==> src/rtl/prio_enc_seg_pkg.sv <==
// ----------------------------------------------------------------------------
// prio_pkg : shared seven-segment constants for prio_enc_seg   | Rev 1.0
// ----------------------------------------------------------------------------
`default_nettype none

package prio_pkg;

   localparam logic [7:0] SEG_BLANK = 8'hFF;

   localparam int SEG_A  = 0;
   localparam int SEG_G  = 6;
   localparam int SEG_DP = 7;

   // Active-low segments g..a for hex digits 0..F
   localparam logic [0:15][6:0] HEX_SEG = '{
      7'h40, 7'h79, 7'h24, 7'h30, 7'h19, 7'h12, 7'h02, 7'h78,
      7'h00, 7'h10, 7'h08, 7'h03, 7'h46, 7'h21, 7'h06, 7'h0E
   };

endpackage

`default_nettype wire

==> src/rtl/prio_enc_seg_if.sv <==
// ----------------------------------------------------------------------------
// prio_enc_seg_if : switch inputs and encoder/display outputs   | Rev 1.0
// ----------------------------------------------------------------------------
`default_nettype none

interface prio_enc_seg_if #(
   parameter int N_IN = 16
);
   logic [N_IN-1:0]          in_raw;
   logic                     mode_hold;
   logic                     clr;
   logic [$clog2(N_IN)-1:0]  idx;
   logic                     valid;
   logic                     held;
   logic                     chg;
   logic [7:0]               seg0;
   logic [7:0]               seg1;

   modport master (
      output in_raw, mode_hold, clr,
      input  idx, valid, held, chg, seg0, seg1
   );

   modport slave (
      input  in_raw, mode_hold, clr,
      output idx, valid, held, chg, seg0, seg1
   );
endinterface

`default_nettype wire

==> src/rtl/prio_enc_seg_hex7seg.sv <==
// ----------------------------------------------------------------------------
// hex7seg : nibble to active-low seven-segment pattern with blank/dp  | Rev 1.0
// ----------------------------------------------------------------------------
`default_nettype none

module hex7seg
   import prio_pkg::*;
(
   input  logic [3:0] nibble,
   input  logic       blank,
   input  logic       dp,
   output logic [7:0] seg
);

   always_comb begin
      seg = SEG_BLANK;
      if (!blank) begin
         seg[SEG_G:SEG_A] = HEX_SEG[nibble];
         seg[SEG_DP]      = ~dp;
      end
   end

endmodule

`default_nettype wire

==> src/rtl/prio_enc_seg.sv <==
// ----------------------------------------------------------------------------
// prio_enc_seg : sync + debounce + priority encoder + hex display, Rev 1.0
// Optional debounce filter enabled by PRIO_DEBOUNCE_EN (bypassed otherwise).
// ----------------------------------------------------------------------------
`default_nettype none

module prio_enc_seg
   import prio_pkg::*;
#(
   parameter int N_IN      = 16,
   parameter int DB_CYCLES = 4
)(
   input  logic          clk,
   input  logic          rst,
   prio_enc_seg_if.slave bus
);

   localparam int IDX_W = $clog2(N_IN);

   generate
      if (N_IN < 2 || N_IN > 256) begin : g_bad_n_in
         $error("prio_enc_seg: N_IN must be in 2..256");
      end
      if (DB_CYCLES < 1) begin : g_bad_db_cycles
         $error("prio_enc_seg: DB_CYCLES must be >= 1");
      end
   endgenerate

   logic [N_IN-1:0] sync1;
   logic [N_IN-1:0] sync2;
   logic [N_IN-1:0] stable;

   always_ff @(posedge clk or negedge rst) begin
      if (!rst) begin
         sync1 <= '0;
         sync2 <= '0;
      end else begin
         sync1 <= bus.in_raw;
         sync2 <= sync1;
      end
   end

`ifdef PRIO_DEBOUNCE_EN
   localparam int              CNT_W    = (DB_CYCLES > 1) ? $clog2(DB_CYCLES) : 1;
   localparam logic [CNT_W-1:0] CNT_LAST = CNT_W'(DB_CYCLES - 1);

   logic [N_IN-1:0]  cand;
   logic [CNT_W-1:0] cnt;

   // One counter for the whole vector: any bit change restarts the window.
   always_ff @(posedge clk or negedge rst) begin
      if (!rst) begin
         cand   <= '0;
         cnt    <= '0;
         stable <= '0;
      end else if (sync2 != cand) begin
         cand <= sync2;
         cnt  <= '0;
      end else if (cnt == CNT_LAST) begin
         stable <= cand;
      end else begin
         cnt <= cnt + 1'b1;
      end
   end
`else
   assign stable = sync2;
`endif

   logic [IDX_W-1:0] msb_idx;

   always_comb begin
      msb_idx = '0;
      for (int i = 0; i < N_IN; i++) begin
         if (stable[i]) begin
            msb_idx = IDX_W'(i);
         end
      end
   end

   logic [IDX_W-1:0] enc_idx;
   logic             enc_valid;
   logic             enc_held;
   logic             chg_pulse;
   logic [IDX_W-1:0] idx_d;
   logic             valid_d;
   logic             held_d;

   // A retained index exists only if something was shown last cycle; clr and
   // live mode both drop it, but a non-zero vector always wins.
   always_comb begin
      idx_d   = '0;
      valid_d = 1'b0;
      held_d  = 1'b0;
      if (stable != '0) begin
         idx_d   = msb_idx;
         valid_d = 1'b1;
      end else if (bus.mode_hold && !bus.clr && (enc_valid || enc_held)) begin
         idx_d  = enc_idx;
         held_d = 1'b1;
      end
   end

   always_ff @(posedge clk or negedge rst) begin
      if (!rst) begin
         enc_idx   <= '0;
         enc_valid <= 1'b0;
         enc_held  <= 1'b0;
         chg_pulse <= 1'b0;
      end else begin
         enc_idx   <= idx_d;
         enc_valid <= valid_d;
         enc_held  <= held_d;
         chg_pulse <= {idx_d, valid_d, held_d} != {enc_idx, enc_valid, enc_held};
      end
   end

   logic [7:0] idx_ext;
   logic       blank;
   logic [7:0] seg_lo;
   logic [7:0] seg_hi;

   always_comb begin
      idx_ext              = '0;
      idx_ext[IDX_W-1:0]   = enc_idx;
   end

   assign blank = !enc_valid && !enc_held;

   hex7seg u_seg_lo (
      .nibble (idx_ext[3:0]),
      .blank  (blank),
      .dp     (enc_held),
      .seg    (seg_lo)
   );

   hex7seg u_seg_hi (
      .nibble (idx_ext[7:4]),
      .blank  (blank),
      .dp     (1'b0),
      .seg    (seg_hi)
   );

   assign bus.idx   = enc_idx;
   assign bus.valid = enc_valid;
   assign bus.held  = enc_held;
   assign bus.chg   = chg_pulse;
   assign bus.seg0  = seg_lo;
   assign bus.seg1  = seg_hi;

endmodule

`default_nettype wire

==> src/flat_wrapper.sv <==
// flat-port wrapper written by rule: the top's interface ports become plain ports
module prio_enc_seg_flat import prio_pkg::*;
#(
   parameter int N_IN      = 16,
   parameter int DB_CYCLES = 4
)
  (clk, rst, bus_in_raw, bus_mode_hold, bus_clr, bus_idx, bus_valid, bus_held, bus_chg, bus_seg0, bus_seg1);
  prio_enc_seg_if #(.N_IN(N_IN)) bus_i ();
  input  logic clk;
  input  logic rst;
  input wire logic [$bits(bus_i.in_raw)-1:0] bus_in_raw;
  input wire logic [$bits(bus_i.mode_hold)-1:0] bus_mode_hold;
  input wire logic [$bits(bus_i.clr)-1:0] bus_clr;
  output wire logic [$bits(bus_i.idx)-1:0] bus_idx;
  output wire logic [$bits(bus_i.valid)-1:0] bus_valid;
  output wire logic [$bits(bus_i.held)-1:0] bus_held;
  output wire logic [$bits(bus_i.chg)-1:0] bus_chg;
  output wire logic [$bits(bus_i.seg0)-1:0] bus_seg0;
  output wire logic [$bits(bus_i.seg1)-1:0] bus_seg1;
  assign bus_i.in_raw = bus_in_raw;
  assign bus_i.mode_hold = bus_mode_hold;
  assign bus_i.clr = bus_clr;
  assign bus_idx = bus_i.idx;
  assign bus_valid = bus_i.valid;
  assign bus_held = bus_i.held;
  assign bus_chg = bus_i.chg;
  assign bus_seg0 = bus_i.seg0;
  assign bus_seg1 = bus_i.seg1;
  prio_enc_seg #(.N_IN(N_IN), .DB_CYCLES(DB_CYCLES)) u_core (.clk(clk), .rst(rst), .bus(bus_i));
endmodule
==> config.mk <==
export PLATFORM = sky130hd
export DESIGN_NAME = prio_enc_seg_flat
export DESIGN_NICKNAME = d
export VERILOG_FILES = /design/src/rtl/prio_enc_seg_pkg.sv /design/src/rtl/prio_enc_seg_if.sv /design/src/rtl/prio_enc_seg_hex7seg.sv /design/src/rtl/prio_enc_seg.sv /design/src/flat_wrapper.sv
export SDC_FILE = /design/constraint.sdc
export NUM_CORES = 1
export LEC_CHECK = 0
export BUFFER_PORTS_ARGS = -buffer_cell sky130_fd_sc_hd__buf_2
export CORE_UTILIZATION = 25
export DETAILED_ROUTE_END_ITERATION = 6
export SYNTH_ARGS = -nofsm -noshare
export SYNTH_HDL_FRONTEND = slang
export SYNTH_SLANG_ARGS = --single-unit
export TNS_END_PERCENT = 1
==> constraint.sdc <==
create_clock -name clk -period 2.8 [get_ports clk]
set_input_delay 0.14 -clock clk [delete_from_list [all_inputs] [get_ports clk]]
set_output_delay 0.14 -clock clk [all_outputs]
set_load 0.02 [all_outputs]
# After elaboration in Yosys (flattened, before gate mapping)
# Memory sizes are Yosys's and may differ from the RTL's.
# Index checks and enable logic that the tools add are counted.
word_totals:
  ramBits: 0
  inputBits: 20
  mem_bits_ro: 112
  n_memories: 1
  word_cells: 43
  latch_bits: 0
  ff_bits: 39
op_classes:
  n_lt_le_gt_ge: 1
  reduce_logical: 8
  mul: 0
  n_addsub: 0
  n_div: 0
  n_eq_ne: 1
  bitwise_logic: 2
  n_shift: 0
  muxes: 24
memory_table:
  columns: ["name", "depth", "width", "rd", "rd_ports_with_merged_regs", "write_ports", "line_no", "text"]
  rows:
  - ["(no name shown)", 16, 7, 1, 0, 0, "prio_enc_seg_hex7seg.sv:18", "seg[SEG_G:SEG_A] = HEX_SEG[nibble];"]
ops:
  columns: ["cell", "count"]
  rows:
  - ["$mux W4", 10]
  - ["$reduce_bool A16 Y1", 1]
  - ["$mux W7", 2]
  - ["$mux W3", 4]
  - ["$mux W8", 1]
  - ["$mux W6", 1]
  - ["$ne A6 B6 Y1", 1]
  - ["$ge A5 B5 Y1 const B", 1]
  - ["$not A4 Y5", 1]
  - ["$mux W1", 4]
  - ["$mux W2", 2]
  - ["$logic_and A1 B1 Y1", 3]
  - ["$logic_not A1 Y1", 3]
  - ["$logic_or A1 B1 Y1", 1]
  - ["$not A1 Y1", 1]

# Longest topological paths before layout
depth:
  ltp_word: 17
  mapped_depth: 5

# Modules after synthesis
# Synthesis repeated with hierarchy kept, for this count alone.
unflattened:
  hier_cells: 177
  hier_area_um2: 1961.9
by_module_without_submodules:
  columns: ["mod", "cells_per_inst", "n_inst", "seq_area_each_um2", "area_per_inst_um2"]
  rows:
  - ["prio_enc_seg", 100, 1, 975.9, 1375.1]
  - ["hex7seg (u_core.u_seg_hi)", 36, 1, 0.0, 302.8]
  - ["hex7seg (u_core.u_seg_lo)", 41, 1, 0.0, 284.0]

# Worst setup path after synthesis
# No wires, ideal clock.
synth_path:
  kind: "register -> output"
  start: "register u_core.enc_idx[1], in the netlist u_core.bus.idx[1]"
  end: "output bus_seg0[0]"
  t_arrival_ps: 1834
  path_slack_ps: 826
  required_time_ps: 2660
  path_stages_with_launch: 5
  path_cell_list: "dfrtp_1 inv_1 ha_1 nor2_1 o311ai_0"
synth_between:
  elab_chain_cells: 5
synth_lines:
  columns: ["item", "line_no", "text"]
  rows:
  - ["start: declaration", "prio_enc_seg.sv:80", "logic [IDX_W-1:0] enc_idx;"]
  - ["start signal: assignment", "prio_enc_seg.sv:110", "enc_idx <= idx_d;"]
  - ["$not A4 Y5 (not written as such)", "prio_enc_seg_hex7seg.sv:18", null]
  - ["$mem_v2 Z16 W7", null, null]
  - ["$mux W7 (not written as such) (2 in series)", "prio_enc_seg_hex7seg.sv:18", null]
  - ["$mux W8", "prio_enc_seg_hex7seg.sv:17", "if (!blank) begin"]
  - ["end: declaration", "flat_wrapper.sv:18", "output wire logic [$bits(bus_i.seg0)-1:0] bus_seg0;"]
# No other way between the ends. The select of a mux whose other input is x is not followed.

# Final worst setup path
layout_path:
  start: "register u_core.enc_idx[0], in the netlist u_core.bus.idx[0]"
  end: "output bus_seg0[6]"
# Same word-level chain as after synthesis.

==> flow_metrics.env <==
export IMPL_finalSetupViolations=0
export IMPL_yosysTopAreaCell="dfrtp_1"
export IMPL_io_buffers=40
export IMPL_remaining_drc_errors=0
export IMPL_drt_wl_total_um=3020
export IMPL_fin_setup_tns_ps=0
export IMPL_via_count=1159
export IMPL_clock_root_buffer="clkbuf_8"
export IMPL_postRouteAntennaNets=0
export IMPL_fp_dieW_um=83.1
export IMPL_synth_commonest_cells="dfrtp_1, nor2_1, buf_4"
export IMPL_yosysWarnings=0
export IMPL_drv_slew=0
export IMPL_viasPerCell=4.42
export IMPL_firstDrtPassIters=4
export IMPL_synth_ff_type="dfrtp_1"
export IMPL_grt_overflow=0
export IMPL_io_pins=43
export IMPL_syn_area_per_cell_um2=12.7
export IMPL_antenna_found_initial=0
export IMPL_power_leakage_nw=0.989
export IMPL_grt_pass1_vias=1151
export IMPL_ys_seq_area_share_pct=59.3
export IMPL_end_kind="primary output"
export IMPL_antenna_cells=0
export IMPL_grt_max_degree=40
export IMPL_cp_required_ps=2660
export IMPL_rsz0062_at_grt="false"
export IMPL_hold_viol=0
export IMPL_drive_above_1_share_pct=31.9
export IMPL_cts_tree="built"
export IMPL_critPathArrivalTime_ps=2010
export IMPL_power_density_nw_per_um2=540
export IMPL_status="finished clean"
export IMPL_syn_area_um2=1650
export IMPL_critical_path_top_delay_family="flip-flops"
export IMPL_netlist_instances=130
export IMPL_die_h_um=83.1
export IMPL_syn_to_final_growth_pct=31.0
export IMPL_start_util_pct=25.9
export IMPL_die_area_um2=6910
export IMPL_crit_path_cell_trace="inv_1, ha_1, mux2_2, a221o_1, buf_2"
export IMPL_place_gp_congestion=0.767
export IMPL_yosys_top_cells_area="dfrtp_1, ha_1, buf_4, mux2i_1, nor2_1"
export IMPL_wire_per_inst_um=11.5
export IMPL_ctsLongestPathBuffers=2
export IMPL_fin_crit_ps=2150
export IMPL_startpoint_type="flop"
export IMPL_setup_ws_ps=649
export IMPL_ys_types=44
export IMPL_maxCapViolCount=0
export IMPL_ir_drop_v=0.000351
export IMPL_period_share_pct=76.8
export IMPL_grt_pass1_wl_um=5240
export IMPL_worstPathBufferInverterCount=2
export IMPL_hold_class="in -> reg"
export IMPL_synth_edff_count=0
export IMPL_cts_max_level=2
export IMPL_crit_path_top_delay_cell="dfrtp_1"
export IMPL_register_area_um2=976
export IMPL_synth_seq_cells=39
export IMPL_dp_hpwl_um=2150
export IMPL_clock_sinks=39
export IMPL_dp_slack_ps=916
export IMPL_nets=211
export IMPL_grtUsageTotal_pct=9.72
export IMPL_n_fill_cell=643
export IMPL_multi_input_area_um2=576
export IMPL_row_count=29
export IMPL_clk_insertion_delay_late_ps=280
export IMPL_cts_clk_slew_worst_paths_ps=70
export IMPL_async_reset_ff_share_pct=100
export IMPL_numCtsBuffers=5
export IMPL_worstMarginPinSlew_ps=801
export IMPL_synth_top_area_share_pct=59.3
export IMPL_maxSlewHeadroom_pct=46.6
export IMPL_path_max_fanout=9
export IMPL_yosysMostFrequentCell="dfrtp_1"
export IMPL_fmax_ghz=0.465
export IMPL_core_um2=6350
export IMPL_fin_skew_ps=6.80
export IMPL_drt_iter0_markers=51
export IMPL_cts_setup_buffers=0
export IMPL_cp_slowest_stage_delay_ps=530
export IMPL_path_class="reg -> out"
state kept, by name, indices dropped and copies added (netlist names):
register          flops
u_core.stable        16
u_core.bus.idx        4
u_core.bus.chg        1
u_core.sync1         16
u_core.bus.held       1
u_core.bus.valid      1
repair_timing:
item,in CTS,in global routing
setup endpoints to repair,0,0
resized for setup,0,0
hold buffers,17,0
hold endpoints to repair,55,0
power by group:
| group | switching [mW] | internal (mW) |
|---|---|---|
| Sequential | 0.0208 | 0.591 |
| Combinational | 0.0578 | 0.0559 |
| Clock | 0.179 | 0.260 |
| Total | 0.257 | 0.907 |
per-stage QoR:
step | power (mW) | cells | util (%) | area [um2] | hold slack (ps)
after detailed placement | 0.721 | 238 | 29.6 | 1880 | 249
after floorplan | 0.675 | 131 | - | 1650 | -156
after CTS | 1.18 | 262 | 33.9 | 2150 | 168
after global routing | 1.22 | 262 | 33.9 | 2150 | 173
after global placement | 0.719 | 238 | 29.6 | 1880 | 248
final | 1.16 | 262 | 33.9 | 2150 | 178
metal layers:
| layer | share of wire (%) | track usage, % | up-vias |
|---|---|---|---|
| met5 | 0 | 0 | - |
| met4 | 2.0 | 4.23 | 0 |
| met3 | 5.3 | 2.98 | 5 |
| met2 | 49 | 15.9 | 39 |
| met1 | 44 | 11.9 | 549 |
| li1 | - | - | 566 |
worst min-delay path, cell delays in order:
cell and delay, ps:
buf_2 110, nand3b_2 110, nor3_4 60
logic make-up after synthesis:
family,after synthesis,synth area share (%)
DFF,39,59.3
and+or+nand+nor,33,13.5
adders and majority gates,6,4.56
other,1,0.228
buffers and inverters,18,5.93
AOI/OAI and AO/OA,28,13.4
muxes,5,3.12
cell type report:
| class | instances | area share (%) |
|---|---|---|
| Clock buffer | 5 | 3.19 |
| Clock inverter | 2 | 1.74 |
| Inverter | 8 | 1.39 |
| Multi-Input combinational cell | 74 | 26.7 |
| Sequential cell | 39 | 45.3 |
| Tap cell | 77 | 4.47 |
| Timing Repair Buffer | 57 | 17.2 |
cells in the final DEF (no fill, tap or decap), types with 2 or more instances in the layout:
cell / n
a21boi_0: 2
o211ai_1: 4
nand2_1: 3
buf_2: 40
a221o_1: 2
inv_1: 7
a31oi_1: 2
nand2b_1: 2
dlygate4sd3_1: 17
a21oi_1: 2
ha_1: 6
nor4_1: 3
dfrtp_1: 39
conb_1: 2
nor3_1: 3
o31ai_1: 2
mux2i_1: 4
o21ai_0: 4
nor2_1: 9
clkbuf_8: 5
worst paths after layout:
check | startpoint | end | slack [ps] | cells past startpoint
max | u_core.bus.idx[0] | bus_seg0[6] | 650 | 5
min | bus_mode_hold | u_core.bus.held | 180 | 3
max reg2reg | u_core.stable[7] | u_core.bus.chg | 890 | 5
min reg2reg | u_core.sync1[11] | u_core.stable[11] | 350 | 0
max in group asynchronous | rst | u_core.stable[15] | 1800 | 2
min in group asynchronous | rst | u_core.bus.chg | 480 | 2
Note: power is estimated with default switching activity, not from simulation.
